### config.mk
export PLATFORM = sky130hd
export DESIGN_NAME = axi_read_arbiter_flat
export DESIGN_NICKNAME = d
export VERILOG_FILES = /design/src/rtl/axi_rd_pkg.sv /design/src/rtl/axi_read_arbiter_if.sv /design/src/rtl/rd_outstanding_cnt.sv /design/src/rtl/axi_read_arbiter.sv /design/src/flat_wrapper.sv
export SDC_FILE = /design/constraint.sdc
export NUM_CORES = 1
export LEC_CHECK = 0
export BUFFER_PORTS_ARGS = -buffer_cell sky130_fd_sc_hd__buf_2
export CORE_ASPECT_RATIO = 1.25
export CORE_MARGIN = 4
export CORE_UTILIZATION = 37
export CTS_BUF_LIST = sky130_fd_sc_hd__clkbuf_8
export DETAILED_ROUTE_END_ITERATION = 10
export PLACE_DENSITY = 0.81
export REMOVE_ABC_BUFFERS = 1
export SLEW_MARGIN = 10
export SYNTH_ARGS = -nofsm -noshare
export SYNTH_HDL_FRONTEND = slang
export SYNTH_SLANG_ARGS = --single-unit
### constraint.sdc
create_clock -name aclk -period 2.05 [get_ports aclk]
set_input_delay 0.205 -clock aclk [delete_from_list [all_inputs] [get_ports aclk]]
set_output_delay 0.205 -clock aclk [all_outputs]
set_load 0.1 [all_outputs]
### src/rtl/axi_rd_pkg.sv
// Shared types and constants for the AXI read-side scheduler.
package axi_rd_pkg;

  localparam int unsigned ID_W     = 4;
  localparam int unsigned SIZE_W   = 2;
  localparam int unsigned ARSIZE_W = 3;
  localparam int unsigned CNT_W    = 3;

  localparam logic [ID_W-1:0] ID_INST = 4'd0;
  localparam logic [ID_W-1:0] ID_DATA = 4'd1;

  typedef enum logic [0:0] {
    StIdle,
    StReq
  } ar_state_e;

  function automatic logic [ARSIZE_W-1:0] to_arsize(input logic [SIZE_W-1:0] size);
    return {1'b0, size};
  endfunction

endpackage

### src/rtl/axi_read_arbiter_if.sv
// Requester and AXI AR/R signals of the read scheduler, grouped as one bundle.
interface axi_read_arbiter_if;
   import axi_rd_pkg::*;

   logic                inst_req;
   logic [31:0]         inst_addr;
   logic [SIZE_W-1:0]   inst_size;
   logic                inst_addr_ok;
   logic                inst_data_ok;
   logic [31:0]         inst_rdata;

   logic                data_req;
   logic [31:0]         data_addr;
   logic [SIZE_W-1:0]   data_size;
   logic                data_addr_ok;
   logic                data_data_ok;
   logic [31:0]         data_rdata;

   logic                wr_busy;
   logic [31:0]         wr_addr;

   logic [ID_W-1:0]     arid;
   logic [31:0]         araddr;
   logic [ARSIZE_W-1:0] arsize;
   logic                arvalid;
   logic                arready;

   logic [ID_W-1:0]     rid;
   logic [31:0]         rdata;
   logic                rvalid;
   logic                rready;

   modport master (
      input  inst_req, inst_addr, inst_size, data_req, data_addr, data_size,
      input  wr_busy, wr_addr, arready, rid, rdata, rvalid,
      output inst_addr_ok, inst_data_ok, inst_rdata,
      output data_addr_ok, data_data_ok, data_rdata,
      output arid, araddr, arsize, arvalid, rready
   );

   modport slave (
      output inst_req, inst_addr, inst_size, data_req, data_addr, data_size,
      output wr_busy, wr_addr, arready, rid, rdata, rvalid,
      input  inst_addr_ok, inst_data_ok, inst_rdata,
      input  data_addr_ok, data_data_ok, data_rdata,
      input  arid, araddr, arsize, arvalid, rready
   );

endinterface

### src/rtl/rd_outstanding_cnt.sv
// Saturating outstanding-read counter for one requester ID.
module rd_outstanding_cnt
   import axi_rd_pkg::*;
#(
   parameter int unsigned MAX = 2
) (
   input  logic             clk,
   input  logic             rst_n,
   input  logic             inc,
   input  logic             dec,
   output logic [CNT_W-1:0] count,
   output logic             full
);

   localparam logic [CNT_W-1:0] MaxC = CNT_W'(MAX);

   logic [CNT_W-1:0] count_q, count_d;

   // Simultaneous inc/dec cancel; a dec at zero (stray beat) is absorbed.
   always_comb begin
      count_d = count_q;
      if (inc && !dec && count_q < MaxC) begin
         count_d = count_q + 3'd1;
      end else if (dec && !inc && count_q != '0) begin
         count_d = count_q - 3'd1;
      end
   end

   always_ff @(posedge clk or negedge rst_n) begin
      if (!rst_n) begin
         count_q <= '0;
      end else begin
         count_q <= count_d;
      end
   end

   assign count = count_q;
   assign full  = (count_q >= MaxC);

endmodule

### src/rtl/axi_read_arbiter.sv
// Fixed-priority fetch/load scheduler onto one AXI AR/R pair, with per-ID
// outstanding limits and a read-after-write hold on loads.
module axi_read_arbiter
   import axi_rd_pkg::*;
#(
   parameter int unsigned MAX_OUT = 2
) (
   input  logic                aclk,
   input  logic                aresetn,
   axi_read_arbiter_if.master  bus
);

   ar_state_e           state_q, state_d;
   logic [ID_W-1:0]     id_q, id_d;
   logic [31:0]         addr_q, addr_d;
   logic [ARSIZE_W-1:0] size_q, size_d;

   logic grant_inst, grant_data;
   logic inst_full, data_full;
   logic raw_block, inst_elig, data_elig;
   logic beat;
   logic [CNT_W-1:0] inst_count, data_count;

   // A load to the word of an uncompleted store must wait for the write path.
   assign raw_block = bus.wr_busy && (bus.wr_addr[31:2] == bus.data_addr[31:2]);
   assign data_elig = bus.data_req && !data_full && !raw_block;
   assign inst_elig = bus.inst_req && !inst_full;

   always_comb begin
      state_d    = state_q;
      id_d       = id_q;
      addr_d     = addr_q;
      size_d     = size_q;
      grant_inst = 1'b0;
      grant_data = 1'b0;
      unique case (state_q)
         StIdle: begin
            if (aresetn && data_elig) begin
               grant_data = 1'b1;
               id_d       = ID_DATA;
               addr_d     = bus.data_addr;
               size_d     = to_arsize(bus.data_size);
               state_d    = StReq;
            end else if (aresetn && inst_elig) begin
               grant_inst = 1'b1;
               id_d       = ID_INST;
               addr_d     = bus.inst_addr;
               size_d     = to_arsize(bus.inst_size);
               state_d    = StReq;
            end
         end
         StReq: begin
            if (bus.arready) begin
               state_d = StIdle;
            end
         end
         default: state_d = StIdle;
      endcase
   end

   always_ff @(posedge aclk or negedge aresetn) begin
      if (!aresetn) begin
         state_q <= StIdle;
         id_q    <= '0;
         addr_q  <= '0;
         size_q  <= '0;
      end else begin
         state_q <= state_d;
         id_q    <= id_d;
         addr_q  <= addr_d;
         size_q  <= size_d;
      end
   end

   assign bus.inst_addr_ok = grant_inst;
   assign bus.data_addr_ok = grant_data;
   assign bus.arvalid      = (state_q == StReq);
   assign bus.arid         = id_q;
   assign bus.araddr       = addr_q;
   assign bus.arsize       = size_q;

   // R is always accepted; unknown IDs are drained without touching counters.
   assign bus.rready       = aresetn;
   assign beat             = bus.rvalid && bus.rready;
   assign bus.inst_data_ok = beat && (bus.rid == ID_INST);
   assign bus.data_data_ok = beat && (bus.rid == ID_DATA);
   assign bus.inst_rdata   = bus.rdata;
   assign bus.data_rdata   = bus.rdata;

   rd_outstanding_cnt #(
      .MAX (MAX_OUT)
   ) u_inst_cnt (
      .clk   (aclk),
      .rst_n (aresetn),
      .inc   (grant_inst),
      .dec   (bus.inst_data_ok),
      .count (inst_count),
      .full  (inst_full)
   );

   rd_outstanding_cnt #(
      .MAX (MAX_OUT)
   ) u_data_cnt (
      .clk   (aclk),
      .rst_n (aresetn),
      .inc   (grant_data),
      .dec   (bus.data_data_ok),
      .count (data_count),
      .full  (data_full)
   );

endmodule

### src/flat_wrapper.sv
// flat-port wrapper written by rule: the top's interface ports become plain ports
module axi_read_arbiter_flat import axi_rd_pkg::*;
#(
   parameter int unsigned MAX_OUT = 2
)
  (aclk, aresetn, bus_inst_req, bus_inst_addr, bus_inst_size, bus_data_req, bus_data_addr, bus_data_size, bus_wr_busy, bus_wr_addr, bus_arready, bus_rid, bus_rdata, bus_rvalid, bus_inst_addr_ok, bus_inst_data_ok, bus_inst_rdata, bus_data_addr_ok, bus_data_data_ok, bus_data_rdata, bus_arid, bus_araddr, bus_arsize, bus_arvalid, bus_rready);
  axi_read_arbiter_if bus_i ();
  input  logic aclk;
  input  logic aresetn;
  input wire logic [$bits(bus_i.inst_req)-1:0] bus_inst_req;
  input wire logic [$bits(bus_i.inst_addr)-1:0] bus_inst_addr;
  input wire logic [$bits(bus_i.inst_size)-1:0] bus_inst_size;
  input wire logic [$bits(bus_i.data_req)-1:0] bus_data_req;
  input wire logic [$bits(bus_i.data_addr)-1:0] bus_data_addr;
  input wire logic [$bits(bus_i.data_size)-1:0] bus_data_size;
  input wire logic [$bits(bus_i.wr_busy)-1:0] bus_wr_busy;
  input wire logic [$bits(bus_i.wr_addr)-1:0] bus_wr_addr;
  input wire logic [$bits(bus_i.arready)-1:0] bus_arready;
  input wire logic [$bits(bus_i.rid)-1:0] bus_rid;
  input wire logic [$bits(bus_i.rdata)-1:0] bus_rdata;
  input wire logic [$bits(bus_i.rvalid)-1:0] bus_rvalid;
  output wire logic [$bits(bus_i.inst_addr_ok)-1:0] bus_inst_addr_ok;
  output wire logic [$bits(bus_i.inst_data_ok)-1:0] bus_inst_data_ok;
  output wire logic [$bits(bus_i.inst_rdata)-1:0] bus_inst_rdata;
  output wire logic [$bits(bus_i.data_addr_ok)-1:0] bus_data_addr_ok;
  output wire logic [$bits(bus_i.data_data_ok)-1:0] bus_data_data_ok;
  output wire logic [$bits(bus_i.data_rdata)-1:0] bus_data_rdata;
  output wire logic [$bits(bus_i.arid)-1:0] bus_arid;
  output wire logic [$bits(bus_i.araddr)-1:0] bus_araddr;
  output wire logic [$bits(bus_i.arsize)-1:0] bus_arsize;
  output wire logic [$bits(bus_i.arvalid)-1:0] bus_arvalid;
  output wire logic [$bits(bus_i.rready)-1:0] bus_rready;
  assign bus_i.inst_req = bus_inst_req;
  assign bus_i.inst_addr = bus_inst_addr;
  assign bus_i.inst_size = bus_inst_size;
  assign bus_i.data_req = bus_data_req;
  assign bus_i.data_addr = bus_data_addr;
  assign bus_i.data_size = bus_data_size;
  assign bus_i.wr_busy = bus_wr_busy;
  assign bus_i.wr_addr = bus_wr_addr;
  assign bus_i.arready = bus_arready;
  assign bus_i.rid = bus_rid;
  assign bus_i.rdata = bus_rdata;
  assign bus_i.rvalid = bus_rvalid;
  assign bus_inst_addr_ok = bus_i.inst_addr_ok;
  assign bus_inst_data_ok = bus_i.inst_data_ok;
  assign bus_inst_rdata = bus_i.inst_rdata;
  assign bus_data_addr_ok = bus_i.data_addr_ok;
  assign bus_data_data_ok = bus_i.data_data_ok;
  assign bus_data_rdata = bus_i.data_rdata;
  assign bus_arid = bus_i.arid;
  assign bus_araddr = bus_i.araddr;
  assign bus_arsize = bus_i.arsize;
  assign bus_arvalid = bus_i.arvalid;
  assign bus_rready = bus_i.rready;
  axi_read_arbiter #(.MAX_OUT(MAX_OUT)) u_core (.aclk(aclk), .aresetn(aresetn), .bus(bus_i));
endmodule
==> results_dict.tcl <==
set metrics [dict create \
    regArea_mm2 0.00105 \
    io_buffers 149 \
    ios 252 \
    grt_pass1_wl_mm 17.0 \
    cts_buffers 5 \
    drt_iter0_markers 87 \
    async_flop_share 1.00 \
    die_h_um 113 \
    post-route-util 0.517 \
    layout_commonest_cell "buf_2" \
    cts.clk_slew.worst_paths_ns 0.09 \
    synth_area_leader_cell "dfrtp_1" \
    grt_remaining_overflow 0 \
    startpoint_type "input port" \
    cts_sinks 42 \
    grt_pass1_vias 2872 \
    routabilityCongestion 0.830 \
    synthFlopType "dfrtp_1" \
    drc_errors 0 \
    period_share 1.09 \
    path_buf_inv 3 \
    max_freq_mhz 449 \
    dr.pass1.iters 4 \
    synthCells 284 \
    critPathMaxStageDelay_ns 0.48 \
    initial_core_util 0.387 \
    grt_max_degree 35 \
    switchingPower_mw 4.08 \
    seq_area_frac_synth 0.324 \
    p_int_mw 2.85 \
    synth_area_mm2 0.00325 \
    pwr-share-comb 0.690 \
    pwr-share-seq 0.217 \
    crit_fanout 3 \
    cap_violations 0 \
    cp_common_cell "buf_6" \
    crit_path_cell_trace "buf_6, xor2_2, nor4_4, buf_4, nand4_1, buf_6, o211ai_4, nor3_2, nand2_1, fa_2, o21ai_2, o31a_2, o21ai_1" \
    syn_avg_cell_area_um2 11.4 \
    slew_violations 0 \
    die_x_um 91.8 \
    synth_edf_count 0 \
    dp.cells 503 \
    setup_viol 33 \
    hold_path.class "input port to asynchronous set/reset pin" \
    die_area_mm2 0.0103 \
    cp_slowest_cell "fa_2" \
    final_cells 523 \
    ys_seq_elements 42 \
    violations "setup timing" \
    clk_latency_ns 0.30 \
    clockRootBuffer "clkbuf_8" \
    status "finished with violations" \
    critPathCaptureType "flip-flop" \
    worstSetupPathType "input port to flip-flop" \
    antenna_found_initial 0 \
    yosysWarnings 0 \
    worstPathArrival_ns 2.42 \
    multi_input_area_mm2 0.00169 \
    ir_drop_mv 1.13 \
    area_delta_synth_final_pct 33.3 \
    clk_path_buf_depth 2 \
    switching_share 0.589 \
    pwr-share-clk 0.093 \
    drive_gt1_frac 0.700 \
    viasPerCell 4.94 \
    grt_usage 0.216 \
    post-route-min-period_ns 2.23 \
    synth.area.top_cells "dfrtp_1 (32%), buf_4 (16%), mux2_2 (14%), mux2_4 (13%), xnor2_1 (4.0%)" \
    worst-endpoint-required_ns 2.24 \
    vias 2585 \
    ys_types 36 \
    wl_per_cell_um 22.2 \
    layout_common_cells "buf_2 (133), dfrtp_1 (42), mux2_2 (38)" \
    ctsHtreeMaxLevel 2 \
    place_hpwl_mm 9.06 \
    tightest_slew_ns 0.516 \
    hold_viol_final 0 \
    fin_nets 550 \
    final_antenna_net_count 0 \
    power.total_mw 6.93 \
    cts_tree "yes" \
    rsz0062_at_grt "true" \
    fin_worst_skew_ns 0.00648 \
    core_mm2 0.00838 \
    leakagePower_nw 2.09 \
    fin_ws_ns -0.179 \
    antenna_cells 0 \
    relSlewSlack 0.659 \
    power_density_mw_per_mm2 1600 \
    fillCellCount 728 \
    cp_top_family "simple AND/OR/NAND/NOR gates" \
    finalWirelength_mm 11.6 \
    synth_top_area_frac 0.324 \
    rows 37 \
]
metrics by stage:
step / setup WS, ns / hold slack [ns] / setup TNS, ns / instance area [um2]
finish: -0.179 / 0.111 / -3.65 / 4330
detailed placement: -0.786 / 0.0600 / -22.50 / 3860
floorplan: -2.65 / -0.0906 / -47.94 / 2660
CTS: -0.260 / 0.126 / -6.22 / 4280
global placement: -0.774 / 0.0595 / -24.49 / 3860
global route: -0.285 / 0.136 / -6.76 / 4330
path summary, 6_finish.rpt:
| check | startpoint | to | slack, ns | cells past startpoint |
|---|---|---|---|---|
| setup / recovery | bus_wr_addr[2] | u_core.u_data_cnt.count[1] | -0.18 | 13 |
| hold reg to reg | u_core.bus.arid[0] | u_core.bus.arid[0] | 0.50 | 1 |
| setup reg to reg | u_core.bus.arvalid | u_core.u_inst_cnt.count[2] | -0.10 | 7 |
| max in group asynchronous | aresetn | u_core.bus.araddr[17] | 1.17 | 3 |
| min in group aclk | bus_arready | u_core.bus.arvalid | 0.17 | 3 |
| hold / removal | aresetn | u_core.bus.araddr[16] | 0.11 | 2 |
cells by family (layout without fill, tap and decap cells):
logic type	after synthesis	in the layout	synth area share
buf+inv	81	200	0.190
mux	68	68	0.269
compound gates	25	25	0.0636
other cells	1	4	0.00115
simple gates	35	35	0.0593
xor+xnor	30	30	0.0809
fa+ha+maj	2	2	0.0123
flops	42	42	0.324
worst register-to-register path, cell delays in order, from the launching register on:
cell	delay [ns]
dfrtp_1	0.39
and2b_2	0.26
nand3_1	0.11
nor2_1	0.22
nand2_2	0.09
fa_2	0.34
or4_1	0.47
o211ai_1	0.19
cell type report:
cell class	count	area share
multi-input combinational	164	0.391
timing repair buffer	188	0.303
sequential	42	0.243
tap	117	0.0338
clock buffer	8	0.0254
inverter	4	0.00347
cells in the mapped netlist, types with 2 or more instances:
cell type and number:
nand4_1 7, nand3_1 2, a21oi_1 6, mux2_2 39
nor4_1 3, xnor2_1 15, o221ai_1 2, xor2_1 15
buf_4 71, nand2_1 6, nor2_1 6, mux2_4 29
a21o_1 2, o211ai_1 2, buf_6 6, inv_1 4
o21ai_0 5, or3_1 2, nor3_1 3, dfrtp_1 42
fa_1 2
power by group through the flow:
stage / Combinational, mW / Sequential, mW / Clock [mW]
2_1_floorplan: 1.05 / 4.16 / 0
3_3_place_gp: 4.58 / 1.49 / 0
3_5_place_dp: 4.63 / 1.50 / 0
4_1_cts: 4.72 / 1.51 / 0.665
5_1_grt: 4.94 / 1.57 / 0.701
6_report: 4.78 / 1.51 / 0.645
sequential cells by signal, indices dropped and copies added (netlist names):
| name | cells |
|---|---|
| u_core.bus.araddr | 32 |
| u_core.bus.arid | 1 |
| u_core.bus.arsize | 2 |
| u_core.bus.arvalid | 1 |
| u_core.u_data_cnt.count | 3 |
| u_core.u_inst_cnt.count | 3 |
layer usage:
layer,share of wire,routed length (um),GRT usage,vias up
met4,0.0094,109,0.0387,0
met5,0,0,0.0490,-
met1,0.33,3900,0.221,1216
met3,0.18,2040,0.158,10
li1,-,-,-,1153
met2,0.48,5590,0.356,206
what timing repair did:
action,CTS,global route
hold endpoints to repair,9,0
buffers inserted,6,3
pin swaps,9,9
gates resized for setup,34,10
hold buffers,2,0
setup endpoints to repair,40,41
gates cloned,2,0
Power figures use the tool's default switching activity.
